==> config.mk <==
export PLATFORM = sky130hd
export DESIGN_NAME = flappy_game_ctrl
export DESIGN_NICKNAME = d
export VERILOG_FILES = /design/src/rtl/flappy_pkg.sv /design/src/rtl/flappy_lfsr.sv /design/src/rtl/flappy_game_ctrl.sv
export SDC_FILE = /design/constraint.sdc
export NUM_CORES = 1
export LEC_CHECK = 0
export BUFFER_PORTS_ARGS = -buffer_cell sky130_fd_sc_hd__buf_4
export CAP_MARGIN = 20
export CORE_MARGIN = 1
export CORE_UTILIZATION = 66
export CTS_BUF_LIST = sky130_fd_sc_hd__clkbuf_4
export DETAILED_ROUTE_END_ITERATION = 8
export PLACE_DENSITY = 0.9
export SLEW_MARGIN = 20
export SYNTH_ARGS = -nofsm -noshare
export SYNTH_HDL_FRONTEND = slang
export SYNTH_SLANG_ARGS = --single-unit
==> constraint.sdc <==
create_clock -name clk -period 12.9 [get_ports clk]
set_clock_uncertainty 0.1 [all_clocks]
set_input_delay 0 -clock clk [delete_from_list [all_inputs] [get_ports clk]]
set_output_delay 0 -clock clk [all_outputs]
set_load 0.01 [all_outputs]
==> src/rtl/flappy_pkg.sv <==
// Shared types and constants for the Flappy Bird game-state engine.
package flappy_pkg;

  typedef enum logic [1:0] {
    IDLE = 2'd0,
    PLAY = 2'd1,
    DEAD = 2'd2
  } game_state_t;

  localparam int SCREEN_W  = 640;
  localparam int SCREEN_H  = 480;
  localparam int COORD_W   = 11;
  localparam int SCORE_W   = 10;
  localparam int SCORE_MAX = 999;

  typedef logic [COORD_W-1:0] coord_t;
  typedef logic [COORD_W:0]   coord_wide_t;

  // Gap heights handed out in rotation when random gaps are disabled
  localparam coord_t GAP_TABLE [4] = '{coord_t'(200), coord_t'(120), coord_t'(280), coord_t'(160)};

  function automatic coord_t gap_lookup(input logic [1:0] idx);
    return GAP_TABLE[idx];
  endfunction

endpackage

==> src/rtl/flappy_lfsr.sv <==
// 8-bit Fibonacci LFSR (x^8+x^6+x^5+x^4+1, seed 8'hA5) for random pipe gaps.
// Only present when GAME_RANDOM_GAP_EN is defined.
`ifdef GAME_RANDOM_GAP_EN
module flappy_lfsr (
  input  logic       clk,
  input  logic       reset,
  output logic [7:0] q
);

  logic feedback;

  assign feedback = q[7] ^ q[5] ^ q[4] ^ q[3];

  always_ff @(posedge clk or posedge reset) begin
    if (reset) begin
      q <= 8'hA5;
    end else begin
      q <= {q[6:0], feedback};
    end
  end

endmodule
`endif

==> src/rtl/flappy_game_ctrl.sv <==
// Flappy Bird game-state engine: bird physics, pipe scrolling, collision, score, IDLE/PLAY/DEAD.
// Define GAME_RANDOM_GAP_EN to take new gap heights from flappy_lfsr instead of the fixed table.
module flappy_game_ctrl
  import flappy_pkg::*;
#(
  parameter int BIRD_X    = 100,
  parameter int BIRD_SIZE = 16,
  parameter int PIPE_W    = 40,
  parameter int GAP_H     = 120,
  parameter int GRAVITY   = 1,
  parameter int FLAP_V    = 6,
  parameter int VMAX      = 8
) (
  input  logic                 clk,
  input  logic                 reset,
  input  logic                 tick,
  input  logic                 flap,
  output logic [COORD_W-1:0]   bird_x,
  output logic [COORD_W-1:0]   bird_y,
  output logic [COORD_W-1:0]   pipe1_x,
  output logic [COORD_W-1:0]   pipe1_y,
  output logic [COORD_W-1:0]   pipe2_x,
  output logic [COORD_W-1:0]   pipe2_y,
  output logic [SCORE_W-1:0]   score,
  output logic                 playing,
  output logic                 game_over
);

  localparam coord_t BIRD_Y0  = coord_t'(232);
  localparam coord_t PIPE1_X0 = coord_t'(639);
  localparam coord_t PIPE2_X0 = coord_t'(959);
  localparam coord_t PIPE1_Y0 = coord_t'(200);
  localparam coord_t PIPE2_Y0 = coord_t'(250);
  localparam coord_t WRAP_X   = coord_t'(SCREEN_W - 1);
  localparam coord_t PASS_X   = coord_t'(BIRD_X - PIPE_W - 1);

  localparam coord_wide_t BIRD_X_W     = coord_wide_t'(BIRD_X);
  localparam coord_wide_t BIRD_RIGHT_W = coord_wide_t'(BIRD_X + BIRD_SIZE);
  localparam coord_wide_t BIRD_SZ_W    = coord_wide_t'(BIRD_SIZE);
  localparam coord_wide_t PIPE_W_W     = coord_wide_t'(PIPE_W);
  localparam coord_wide_t GAP_H_W      = coord_wide_t'(GAP_H);
  localparam coord_wide_t SCREEN_H_W   = coord_wide_t'(SCREEN_H);

  localparam logic signed [9:0] GRAV_S   = 10'(GRAVITY);
  localparam logic signed [9:0] VMAX_S   = 10'(VMAX);
  localparam logic signed [7:0] FLAP_NEG = 8'(-FLAP_V);

  game_state_t state, state_next;

  logic              flap_prev, flap_pend, flap_rise, flap_eff;
  logic signed [7:0] vel, vel_next;
  logic signed [9:0] vel_wide, vel_sum;
  logic [7:0]        vel_abs;
  coord_t            bird_y_next;
  coord_t            pipe1_x_next, pipe2_x_next;
  coord_t            gap1_new, gap2_new;
  logic              pipe1_wrap, pipe2_wrap, pipe1_pass, pipe2_pass;
  logic [SCORE_W-1:0] score_base, score_next;
  logic [SCORE_W:0]   score_sum;
  logic              floor_hit, collision;
  logic              do_update, do_reload, clear_score;

  // Bird is outside the gap while horizontally overlapping this pipe
  function automatic logic pipe_hit(input coord_t px, input coord_t py, input coord_t by);
    logic overlap, outside;
    overlap = ({1'b0, px} < BIRD_RIGHT_W) && (({1'b0, px} + PIPE_W_W) > BIRD_X_W);
    outside = (by < py) || (({1'b0, by} + BIRD_SZ_W) > ({1'b0, py} + GAP_H_W));
    return overlap && outside;
  endfunction

  assign bird_x    = coord_t'(BIRD_X);
  assign playing   = (state == PLAY);
  assign game_over = (state == DEAD);

  // A flap edge coinciding with a tick is honoured on that same tick
  assign flap_rise = flap & ~flap_prev;
  assign flap_eff  = flap_pend | flap_rise;

  assign floor_hit = ({1'b0, bird_y} + BIRD_SZ_W) >= SCREEN_H_W;
  assign collision = (state == PLAY) &&
                     (floor_hit || pipe_hit(pipe1_x, pipe1_y, bird_y) || pipe_hit(pipe2_x, pipe2_y, bird_y));

  always_ff @(posedge clk or posedge reset) begin
    if (reset) begin
      state <= IDLE;
    end else begin
      state <= state_next;
    end
  end

  // Collision outranks a simultaneous tick, so the update is dropped on entry to DEAD
  always_comb begin
    state_next  = state;
    do_update   = 1'b0;
    do_reload   = 1'b0;
    clear_score = 1'b0;
    case (state)
      IDLE: begin
        if (tick && flap_eff) begin
          state_next  = PLAY;
          do_update   = 1'b1;
          clear_score = 1'b1;
        end
      end
      PLAY: begin
        if (collision) begin
          state_next = DEAD;
        end else if (tick) begin
          do_update = 1'b1;
        end
      end
      DEAD: begin
        if (tick && flap_eff) begin
          state_next = IDLE;
          do_reload  = 1'b1;
        end
      end
      default: state_next = IDLE;
    endcase
  end

  always_comb begin
    vel_wide = {{2{vel[7]}}, vel};
    vel_sum  = vel_wide + GRAV_S;
    if (flap_eff) begin
      vel_next = FLAP_NEG;
    end else if (vel_sum > VMAX_S) begin
      vel_next = VMAX_S[7:0];
    end else begin
      vel_next = vel_sum[7:0];
    end

    vel_abs = vel_next[7] ? 8'(-vel_next) : vel_next;
    if (vel_next[7]) begin
      bird_y_next = (bird_y < {3'b000, vel_abs}) ? '0 : bird_y - {3'b000, vel_abs};
    end else begin
      bird_y_next = bird_y + {3'b000, vel_abs};
    end
  end

  always_comb begin
    pipe1_wrap   = (pipe1_x == '0);
    pipe2_wrap   = (pipe2_x == '0);
    pipe1_x_next = pipe1_wrap ? WRAP_X : pipe1_x - coord_t'(1);
    pipe2_x_next = pipe2_wrap ? WRAP_X : pipe2_x - coord_t'(1);
    pipe1_pass   = (pipe1_x_next == PASS_X);
    pipe2_pass   = (pipe2_x_next == PASS_X);

    score_base = clear_score ? '0 : score;
    score_sum  = {1'b0, score_base} + {{SCORE_W{1'b0}}, pipe1_pass} + {{SCORE_W{1'b0}}, pipe2_pass};
    score_next = (score_sum > (SCORE_W+1)'(SCORE_MAX)) ? SCORE_W'(SCORE_MAX) : score_sum[SCORE_W-1:0];
  end

`ifdef GAME_RANDOM_GAP_EN
  logic [7:0] lfsr_q;

  flappy_lfsr u_lfsr (
    .clk   (clk),
    .reset (reset),
    .q     (lfsr_q)
  );

  always_comb begin
    gap1_new = coord_t'(40) + {3'b000, lfsr_q};
    gap2_new = gap1_new;
  end
`else
  logic [1:0] gap_idx, gap_idx_next;

  // When both pipes wrap together, pipe2 takes the entry after pipe1's
  always_comb begin
    gap1_new     = gap_lookup(gap_idx);
    gap2_new     = pipe1_wrap ? gap_lookup(gap_idx + 2'd1) : gap_lookup(gap_idx);
    gap_idx_next = gap_idx + {1'b0, pipe1_wrap} + {1'b0, pipe2_wrap};
  end

  always_ff @(posedge clk or posedge reset) begin
    if (reset) begin
      gap_idx <= '0;
    end else if (do_reload) begin
      gap_idx <= '0;
    end else if (do_update) begin
      gap_idx <= gap_idx_next;
    end
  end
`endif

  always_ff @(posedge clk or posedge reset) begin
    if (reset) begin
      flap_prev <= 1'b0;
      flap_pend <= 1'b0;
      bird_y    <= BIRD_Y0;
      vel       <= '0;
      pipe1_x   <= PIPE1_X0;
      pipe2_x   <= PIPE2_X0;
      pipe1_y   <= PIPE1_Y0;
      pipe2_y   <= PIPE2_Y0;
      score     <= '0;
    end else begin
      flap_prev <= flap;
      flap_pend <= tick ? 1'b0 : flap_eff;
      if (do_reload) begin
        bird_y  <= BIRD_Y0;
        vel     <= '0;
        pipe1_x <= PIPE1_X0;
        pipe2_x <= PIPE2_X0;
        pipe1_y <= PIPE1_Y0;
        pipe2_y <= PIPE2_Y0;
      end else if (do_update) begin
        bird_y  <= bird_y_next;
        vel     <= vel_next;
        pipe1_x <= pipe1_x_next;
        pipe2_x <= pipe2_x_next;
        if (pipe1_wrap) pipe1_y <= gap1_new;
        if (pipe2_wrap) pipe2_y <= gap2_new;
        score   <= score_next;
      end
    end
  end

endmodule

==> impl_results.md <==
* Status: finished, final reports clean
* First-pass GRT wire length at 26,320 um
* Final worst-path cycle share at 0.4411
* Hold Crit Class: input port to flip-flop
* Clk root buf: clkbuf_4
* Die area at 9893 sq um
* Via count at 5,944
* Type of the worst setup path: flip-flop to flip-flop
* Num CTS Buffers at 9
* Setup_tns at 0 ns
* Vias per cell at 6.330
* Comb pwr share at 0.611
* Clk network pwr share at 0.094
* Worst Setup End Kind: flip-flop
* Max Slew Vio Count at 0
* Core Area at 9240 sq um
* Max FO, Critical Path at 9
* Most common cell on crit path: or3_1
* Fill cells at 719
* Die H at 99.47 um
* Slowest cell delay on critical path at 0.71 ns
* Worst-Skew Late Latency at 0.44 ns
* CTS Sinks at 70
* Synthesis-stage register bit count at 70
* Max cap viols at 0
* 1st-pass router iterations at 5
* Io pins at 82
* Initial Utilization at 0.6785
* Reg power frac at 0.295
* YS warnings at 0
* Top cell type's share of synthesized area at 0.1596
* Area leader, netlist: dfrtp_1
* # setup viols final at 0
* Area grow syn2layout at 9.100%
* Worst-path clk slew at 0.14 ns
* Synth cell count leaders: nand2_1 (66), ha_1 (63), inv_1 (53)
* Number of global-route vias before repair at 5,528
* Final instance area at 6840 sq um
* Clock Path Buffers at 2
* Routability Congestion at 0.9238
* Setup crit start: pipe2_x[0]
* Seq/Total Area, Yosys at 0.2854
* Hold-fix buffers, CTS at 3
* Reg2Reg Launch Point: pipe2_x[0]
* Final Hold Viols at 0
* Worst-path cell chain: inv_1 -> ha_1 -> inv_1 -> or3_1 -> or3_1 -> or3_1 -> a211oi_1 -> a31oi_1 -> a2111oi_0 -> fa_1 -> ha_1 -> and3_1 -> nand2_1 -> or4_1 -> a2111oi_0 -> o21bai_1 -> o21ai_0 -> a22oi_1
* Number of flops mapped to enable cells by yosys at 0
* Area post-placement at 6670 sq um
* Cell variety after synth at 78
* Inserted Diodes at 0
* Worst vdd ir at 0.1074 mV
* Place WS at 7.338 ns
* Power after layout at 0.001571 W
* WP buf/inv at 2
* Worst slew margin at 0.3122
* Postcts setup bufs at 0
* Worst Slack Setup Final at 7.209 ns
* RSZ-0062 raised after global routing: no
* Tot GR Track Use at 0.3338
* Hold Startpoint: flap
* Port Buffer Count at 61
* P_int at 0.0007804 W
* H-tree levels at 3
* Average wire per standard cell at 17.24 um
* Die width at 99.47 um
* DP HPWL at 11,640 um
* GR Overflow Total at 0
* Row count at 35
* Power Density at 229.7 nW/um^2
* TritonCTS clock tree: yes
* Number of DRC markers in iteration 0 at 469
* Most common cell in the netlist: nand2_1
* Share of flip-flops with an asynchronous set or reset at 1.000
* Crit path required time at 13.14 ns
* Final wirelength at 16,190 um
* Initial antenna violation count at 0
* Final net count at 876
* Tmin final at 5.691 ns
* DR DRC count at 0
* CP Data Arrival Time at 5.93 ns
* Critical path's top delay family: compound AO/OA/AOI/OAI gates
* Final ANT Viol Nets at 0
* Slowest cell on crit path: a2111oi_0
* Cts repair resizes at 0
* Setup crit start kind: flip-flop
* Leak Pwr at 3.141 nW
* Net Sw Power at 0.0007905 W
* Main synth FF type: dfrtp_1
* Worst slew pin tran at 1.032 ns
* Syn Std Cell Area at 6270 sq um
* Fraction of layout cells with a size suffix above 1 at 0.1642
* Largest net degree at the start of global routing at 71
* Syn avg cell area at 8.261 sq um
* Sw Ratio at 0.5032
* Area contributors post-synth: dfrtp_1 (16%), dfstp_2 (13%), ha_1 (13%)
* Mapped Cells at 759
* Fmax at 175.7 MHz
* Final core utilization at 0.7403
==> cell usage in the layout, fill, tap and decap left out, drive strengths merged, types with 10 or more instances in the layout <==
cell,instances
a211oi,10
a21o,13
a21oi,42
a31oi,18
and3,10
buf,66
conb,20
dfrtp,40
dfstp,30
ha,63
inv,56
nand2,66
nand3,45
nor2,49
nor3,31
o21ai,52
o31ai,13
or3,13
xnor2,21
==> sequential cells by signal (all words and copies together) (netlist names) <==
signal and flops:
flap_pend 1, gap_idx 2, bird_y 11, pipe1_y 6
pipe2_x 11, score 10, pipe2_y 7, state 2
flap_prev 1, pipe1_x 11, vel 8
==> worst reg2reg max path, delay by kind of cell, from the launching register on <==
family / cells / cell delay (ns)
fa+ha+maj: 3 / 0.78
flops: 1 / 0.41
simple gates: 6 / 1.91
buf+inv: 2 / 0.12
compound gates: 7 / 2.28
==> path summary, 6_finish.rpt <==
check                                  end  slack, ns  depth (start not counted)
worst min register to register  pipe2_x[0]       0.44                          2
min in group asynchronous           vel[1]       0.29                          4
worst max register to register    score[6]       7.21                         18
worst max-delay path              score[6]       7.21                         18
max in group asynchronous         score[6]      11.83                          4
worst min-delay path             flap_prev       0.13                          2
==> stage by stage <==
stage,hold WS [ns],cells
global route,0.1251,939
global placement,0.01688,920
detailed placement,0.01967,920
floorplan,-0.06857,777
finish,0.1320,939
CTS,0.1124,939
==> cell type report <==
cell class | count | area [sq um] | share of cell area
inverters | 54 | 202.7 | 0.02963
repair buffers | 69 | 525.5 | 0.07682
well taps | 129 | 161.4 | 0.02360
multi-input cells | 601 | 4021 | 0.5879
clock buffers | 9 | 67.56 | 0.009877
flip-flops and latches | 70 | 1789 | 0.2616
clock inverters | 7 | 72.57 | 0.01061
==> power groups by stage <==
stage | combinational [W] | clock (W) | sequential [W]
2_1_floorplan | 0.000687 | 0 | 0.000429
3_3_place_gp | 0.000898 | 0 | 0.000455
3_5_place_dp | 0.000937 | 0 | 0.000461
4_1_cts | 0.000946 | 0.000149 | 0.000457
5_1_grt | 0.00107 | 0.000158 | 0.000477
6_report | 0.000960 | 0.000148 | 0.000463
==> kinds of logic after synthesis <==
| group | after synthesis | synth area share |
|---|---|---|
| AO/OA/AOI/OAI | 212 | 0.2251 |
| other | 2 | 0.001198 |
| XOR/XNOR | 30 | 0.04191 |
| AND/OR/NAND/NOR | 268 | 0.2159 |
| multiplexers | 4 | 0.006586 |
| flip-flops | 70 | 0.2854 |
| buffers and inverters | 106 | 0.08541 |
| adder cells (fa/ha/maj) | 67 | 0.1385 |
==> routing by layer <==
metal	vias up	wire length, um	global-route usage
met4	0	481	0.1482
met1	2847	7010	0.4446
li1	2801	-	-
met5	-	0	0
met2	254	7492	0.5406
met3	42	1203	0.05200
Power figures use the tool's default switching activity.
